<file path="src/rtl/arith_pkg.sv">
// Shared arithmetic-datapath definitions: sequencer states, default width
// and the parity helper used by both the adder and the serial subtractor.
package arith_pkg;

    localparam int unsigned DEFAULT_WIDTH = 16;
    localparam int unsigned PARITY_W      = 64;

    typedef enum logic [1:0] {
        IDLE = 2'd0,
        RUN  = 2'd1,
        DONE = 2'd2
    } state_t;

    // 1 when v holds an even number of ones; zero-extension keeps the count.
    function automatic logic even_parity(input logic [PARITY_W-1:0] v);
        return ~^v;
    endfunction

endpackage

</file>
<file path="src/rtl/full_sub_bit.sv">
// One-bit full subtractor cell: d = a - b - bin, with borrow out.
module full_sub_bit (
    input  logic a,
    input  logic b,
    input  logic bin,
    output logic d,
    output logic bout
);

    assign d    = a ^ b ^ bin;
    assign bout = (~a & b) | (~(a ^ b) & bin);

endmodule

</file>
<file path="src/rtl/serial_sub16.sv">
// Bit-serial two's-complement subtractor z = x - y, LSB first, with
// start/busy/done handshake and adder-compatible status flags.
module serial_sub16
    import arith_pkg::*;
#(
    parameter int unsigned WIDTH = DEFAULT_WIDTH
) (
    input  logic             clk,
    input  logic             rst,
    input  logic             start,
    input  logic [WIDTH-1:0] x,
    input  logic [WIDTH-1:0] y,
    output logic [WIDTH-1:0] z,
    output logic             sign,
    output logic             zero,
    output logic             overflow,
    output logic             carry,
    output logic             parity,
    output logic             busy,
    output logic             done
);

    localparam int unsigned CW = $clog2(WIDTH + 1);

    state_t           state;
    state_t           state_n;
    logic [WIDTH-1:0] a_sr;
    logic [WIDTH-1:0] b_sr;
    logic [WIDTH-1:0] r_sr;
    logic [CW-1:0]    cnt;
    logic             bin;
    logic             x_msb;
    logic             y_msb;
    logic             d;
    logic             bout;
    logic             last;
    logic             load;
    logic             step;
    logic             publish;
    logic [WIDTH-1:0] z_new;

    full_sub_bit u_bit (
        .a    (a_sr[0]),
        .b    (b_sr[0]),
        .bin  (bin),
        .d    (d),
        .bout (bout)
    );

    assign last  = (cnt == CW'(WIDTH - 1));
    assign z_new = {d, r_sr[WIDTH-1:1]};

    always_ff @(posedge clk) begin
        if (rst) begin
            state <= IDLE;
        end else begin
            state <= state_n;
        end
    end

    always_comb begin
        state_n = state;
        case (state)
            IDLE:    if (start) state_n = RUN;
            RUN:     if (last)  state_n = DONE;
            DONE:    state_n = start ? RUN : IDLE;
            default: state_n = IDLE;
        endcase
    end

    // Datapath strobes; a start in DONE is accepted exactly as in IDLE.
    always_comb begin
        load    = 1'b0;
        step    = 1'b0;
        publish = 1'b0;
        case (state)
            IDLE:    load = start;
            RUN: begin
                step    = 1'b1;
                publish = last;
            end
            DONE:    load = start;
            default: ;
        endcase
    end

    always_ff @(posedge clk) begin
        if (rst) begin
            a_sr     <= '0;
            b_sr     <= '0;
            r_sr     <= '0;
            cnt      <= '0;
            bin      <= 1'b0;
            x_msb    <= 1'b0;
            y_msb    <= 1'b0;
            z        <= '0;
            sign     <= 1'b0;
            zero     <= 1'b0;
            overflow <= 1'b0;
            carry    <= 1'b0;
            parity   <= 1'b0;
            busy     <= 1'b0;
            done     <= 1'b0;
        end else begin
            if (load) begin
                a_sr  <= x;
                b_sr  <= y;
                cnt   <= '0;
                bin   <= 1'b0;
                x_msb <= x[WIDTH-1];
                y_msb <= y[WIDTH-1];
            end else if (step) begin
                a_sr <= a_sr >> 1;
                b_sr <= b_sr >> 1;
                r_sr <= z_new;
                cnt  <= cnt + CW'(1);
                bin  <= bout;
            end
            // Flags come from the complete result and the latched operand MSBs.
            if (publish) begin
                z        <= z_new;
                sign     <= z_new[WIDTH-1];
                zero     <= (z_new == '0);
                overflow <= (x_msb != y_msb) && (z_new[WIDTH-1] != x_msb);
                carry    <= bout;
                parity   <= even_parity(PARITY_W'(z_new));
            end
            busy <= (state_n == RUN);
            done <= (state_n == DONE);
        end
    end

endmodule

</file>
<file path="config.mk">
export PLATFORM = sky130hd
export DESIGN_NAME = serial_sub16
export DESIGN_NICKNAME = d
export VERILOG_FILES = /design/src/rtl/arith_pkg.sv /design/src/rtl/full_sub_bit.sv /design/src/rtl/serial_sub16.sv
export SDC_FILE = /design/constraint.sdc
export NUM_CORES = 1
export LEC_CHECK = 0
export CORE_MARGIN = 4
export CORE_UTILIZATION = 47
export DETAILED_ROUTE_END_ITERATION = 6
export GPL_ROUTABILITY_DRIVEN = 1
export HOLD_SLACK_MARGIN = 0.06
export PLACE_DENSITY = 0.8
export SYNTH_ARGS = -nofsm -noshare
export SYNTH_HDL_FRONTEND = slang
export SYNTH_SLANG_ARGS = --single-unit
</file>
<file path="constraint.sdc">
create_clock -name clk -period 2.09 [get_ports clk]
set_input_delay 0.418 -clock clk [delete_from_list [all_inputs] [get_ports clk]]
set_output_delay 0.418 -clock clk [all_outputs]
set_load 0.02 [all_outputs]
</file>
Word-level counts from Yosys, hierarchy flattened
Index checks and enable logic that the tools add are counted.
{ "op_classes": {"n_mux": 11, "reduce_logical": 8, "eq_ne": 7, "n_addsub": 1, "bitwise_logic": 8} }
{ "op_table": {"columns": ["op", "n"], "rows": [
  ["2-to-1 mux 16 bit", 4],
  ["XNOR reduction 64 bit", 1],
  ["zero test 16 bit", 1],
  ["case mux 2 bit (3 select lines)", 1],
  ["adder 5 x 1 -> 5 bit, second input constant", 1],
  ["== test 5 x 4 -> 1 bit, second input constant", 1],
  ["== test 2 x 1 -> 1 bit, second input constant", 2],
  ["== test 2 bit, second input constant", 2],
  ["2-to-1 mux 1 bit", 4],
  ["2-to-1 mux 2 bit", 2],
  ["OR reduction 2 bit", 2],
  ["inverter 1 bit", 3],
  ["bitwise AND 1 bit", 2],
  ["zero test 2 bit", 1],
  ["!= test 1 bit", 2],
  ["AND reduction 2 bit", 1],
  ["nonzero test 2 bit", 1],
  ["bitwise XOR 1 bit", 2],
  ["logical AND 1 bit", 1],
  ["OR 1 bit", 1]
]} }
{ "totals": {"out_inout_bits": 23, "register_bits": 81, "inputBits": 35, "wordCells": 51} }

Logic depth before layout (Yosys ltp)
{ "logic_depth": {"ltp_word": 5, "depth_mapped": 8, "ltp_nobuf": 8} }

Cells and area by module
Synthesis repeated with hierarchy kept, for this count alone.
{ "hier_totals": {"hier_cells": 383, "hier_area_um2": 3159.3} }
{ "by_module_without_submodules": {"columns": ["module", "area_per_inst_um2", "instances", "cells_each", "seq_area_each_um2"], "rows": [
  ["serial_sub16", 3128.0, 1, 379, 1581.5],
  ["full_sub_bit", 31.3, 1, 4, 0.0]
]} }

Least setup slack after synthesis
No wires, ideal clock.
{ "synth_timing": {"path_type": "reg-to-reg", "startpoint": "register bin", "endpoint": "register parity", "synth_period_minus_slack_ns": 1.959, "required_time_ns": 1.976, "n_path_buf": 0, "setup_ns": 0.114, "arrival_time_ns": 1.845, "path_stages_with_launch": 9, "setup_slack_ns": 0.131, "path_cell_list": "dfxtp_1 -> inv_1 -> fa_1 -> inv_1 -> ha_1 -> xnor2_1 -> xnor2_1 -> xnor2_1 -> a21o_1"} }
{ "synth_between": {"elab_chain_cells": 2} }
{ "synth_rtl": {"columns": ["item", "line", "text"], "rows": [
  ["from (decl)", "serial_sub16.sv:31", "logic bin;"],
  ["from (signal assigned)", "serial_sub16.sv:117", "bin <= bout;"],
  ["bitwise XOR 1 bit", "full_sub_bit.sv:10", "assign d = a ^ b ^ bin;"],
  ["via d", "serial_sub16.sv:34", "logic d;"],
  ["XNOR reduction 64 bit", "arith_pkg.sv:16", "return ~^v;"],
  ["to (signal assigned)", "serial_sub16.sv:126", "parity <= even_parity(PARITY_W'(z_new));"],
  ["to (decl)", "serial_sub16.sv:18", "output logic parity,"]
]} }
The timed path passes the listed nets, and every way through them passes these cells.
A chain may end at the register's enable or synchronous reset.

Worst setup path in the final report
Ends and elaborated chain as after synthesis.

==> flow_summary.ini <==
[outcome]
outcome = complete, no violations

[synth]
ys_types = 28
synth.most_common_cell = nand2_1
ys_async_sr_fraction_pct = 0
yosys.area_share.xor_xnor_pct = 2.77
synthMuxAreaShare_pct = 0
synth_area_mm2 = 0.00316
synth_area_leaders = dfxtp_1 (50%), nand2_1 (12%), a21oi_1 (11%)
ys_warn_count = 0
synthesis.nets = 426
synth_top_family_by_area = compound AO/OA/AOI/OAI gates
synthAdderAreaFrac_pct = 4.59
synth_compound_area_share_pct = 18.9
seq_area_frac_synth_pct = 50.0
syn_avg_cell_area_um2 = 8.32
synthSimpleGateAreaFrac_pct = 17.0
netlist_instances = 380
synth_edf_count = 0
netlist_top_cells_count = nand2_1 (103), dfxtp_1 (79), a21oi_1 (67)
synth_top_area_share_pct = 50.0
yosysTopAreaCell = dfxtp_1
ys.flop_type = dfxtp_1
ys_seq_elements = 79

[route]
firstDrtPassIters = 4
ant_nets = 0
drc = 0
vias_per_cell = 5.23
drtIter0Drc = 140
drt-total-wl_um = 6790
routedWlPerCell_um = 13.3
vias = 2678

[cells_and_area]
drive_gt1_share_pct = 6.90
diodes = 0
stdcell_area_mm2 = 0.00400
nets = 476
area_growth_pct = 26.3

[worst_setup_path]
critPathMaxStageDelay_ns = 0.55
regToRegEndpoint = parity
end_kind = register
r2r_cells = 8
slowest_stage = fa_1
startpoint_type = register
path_max_fanout = 2
required_ns = 2.35
crit_chain = inv_1, fa_1, inv_1, ha_1, xnor2_1, xnor2_1, xnor2_1, a21o_1
crit_arrival_ns = 2.27
crit_top_cell = xnor2_1
rr_startpoint = bin
criticalPathCategory = register to register
reg2reg_slack_ns = 0.07

[clock_network]
clkTransAtPathRegs_ns = 0.09
cts_tree = built
clock_latency_ns = 0.36
cts-hold-fix-buffers = 0
cts_setup_buffers = 0
numCtsBuffers = 9
htree_levels = 3
clk_path_buf_depth = 2
root_buffer = clkbuf_8
cts_resized = 0
cts_sinks = 79

[min_path]
min_to = a_sr[9]
min_from = a_sr[9]
holdPathStages = 2
hold_path_class = register to register

[global_routing]
track_usage_pct = 17.8
grt.overflow.total = 0
grt_pass1_vias = 2575
antenna_found_initial = 0
grt_pass1_wl_um = 11900
grt_max_degree = 34

[floorplan]
die_h_um = 90.0
core_mm2 = 0.00646
die_width_um = 90.0
die-area_mm2 = 0.00811
initial_core_util_pct = 49.0
rows = 29
ioPinCount = 58

[timing]
fmax_mhz = 496
finalMaxSlewViolations = 0
fin_crit_ns = 2.02
clock_skew_ns = 0.0101
tightestPinTransition_ns = 0.682
slew_headroom_pct = 54.4
setup_violations = 0
fin_setup_tns_ns = 0
period_share_pct = 96.5
hold_viol = 0
rsz0062_at_grt = false
fin_hold_ws_ns = 0.457

[power]
max-vdd-ir-drop_v = 0.000773
power_density_mw_per_mm2 = 794
leakagePower_nw = 1.39

[placement]
gp_congestion = 0.786
hpwlAfterDp_um = 4530
port_buffers = 57
place_area_mm2 = 0.00376

[job]
cap_violations = 0
[critical path, delay by kind of cell (launching register included)]
family	cells	cell delay, ns
compound gates	1	0.18
xor+xnor	3	0.47
fa+ha+maj	2	0.83
buf+inv	2	0.12
flops	1	0.33
[per-stage QoR]
step	power, mW	util (%)	std cells	setup WS (ns)
2_1_floorplan	1.82	-	380	0.131
3_3_place_gp	1.93	58.3	496	0.145
3_5_place_dp	1.94	58.3	496	0.0721
4_1_cts	3.21	61.9	512	0.0643
5_1_grt	3.34	61.9	512	0.00526
6_report	3.17	61.9	512	0.0742
[layer usage]
layer,part of all wire [%],track usage [%]
met5,0,0
met4,0.75,5.36
met3,6.4,6.51
met2,48,28.2
met1,45,22.8
[registers in the layout (all words and copies together), names as in the netlist, 2 cells and up]
name / count
cnt: 5
b_sr: 16
state: 2
r_sr: 15
a_sr: 16
z: 16
[worst max-delay path by stage]
stage	from	slack, ns	end	depth (start not counted)
floorplan	bin	0.13	parity	8
global placement	bin	0.15	parity	8
detailed placement	bin	0.07	parity	8
CTS	bin	0.06	parity	8
global route	bin	0.005	parity	8
finish	bin	0.07	parity	8
[logic make-up after synthesis]
logic type	count (synthesis)
AO/OA/AOI/OAI	102
XOR/XNOR	10
adder cells (fa/ha/maj)	11
buffers and inverters	47
flip-flops	79
AND/OR/NAND/NOR	131
[final cells by class]
type                    instances  area, um^2
flip-flops and latches         79        1580
fillers                       568        2460
well taps                      77        96.3
multi-input cells             254        1380
clock buffers                  10         138
clock inverters                 6        92.6
inverters                      19        71.3
repair buffers                 67         641
[power by group]
group	internal [mW]	total, mW	switching (mW)
logic	0.145	0.313	0.169
clock network	0.711	1.27	0.561
registers	1.56	1.59	0.0297
total	2.41	3.17	0.760
[layout by cell type (no fill, tap or decap)]
cell type        synthesis  routed
a311oi_1                 1       1
clkbuf_8                 0      10
clkinvlp_4               0       2
and3_1                   1       1
nand4_1                  3       3
buf_4                    3      10
nor2_4                   1       1
nand3b_1                 2       2
nor2b_2                  0       1
xnor2_1                  8       8
a21oi_1                 67      67
nand2b_1                 3       3
fa_1                     1       1
a22oi_1                 30      30
inv_6                    0       1
buf_2                   12       1
dfxtp_1                 79      79
clkinv_4                 0       1
inv_1                   19      19
nand2_1                103     103
nor2_1                  13      13
nor3b_1                  1       1
a211oi_1                 3       3
and2_1                   1       1
bufinv_16                0       2
ha_1                    10      10
a21o_1                   1       1
or3_1                    1       1
xor2_1                   2       2
clkdlybuf4s50_1          0      56
and2b_2                  0       1
No activity file was read; power rests on OpenSTA's default activity.
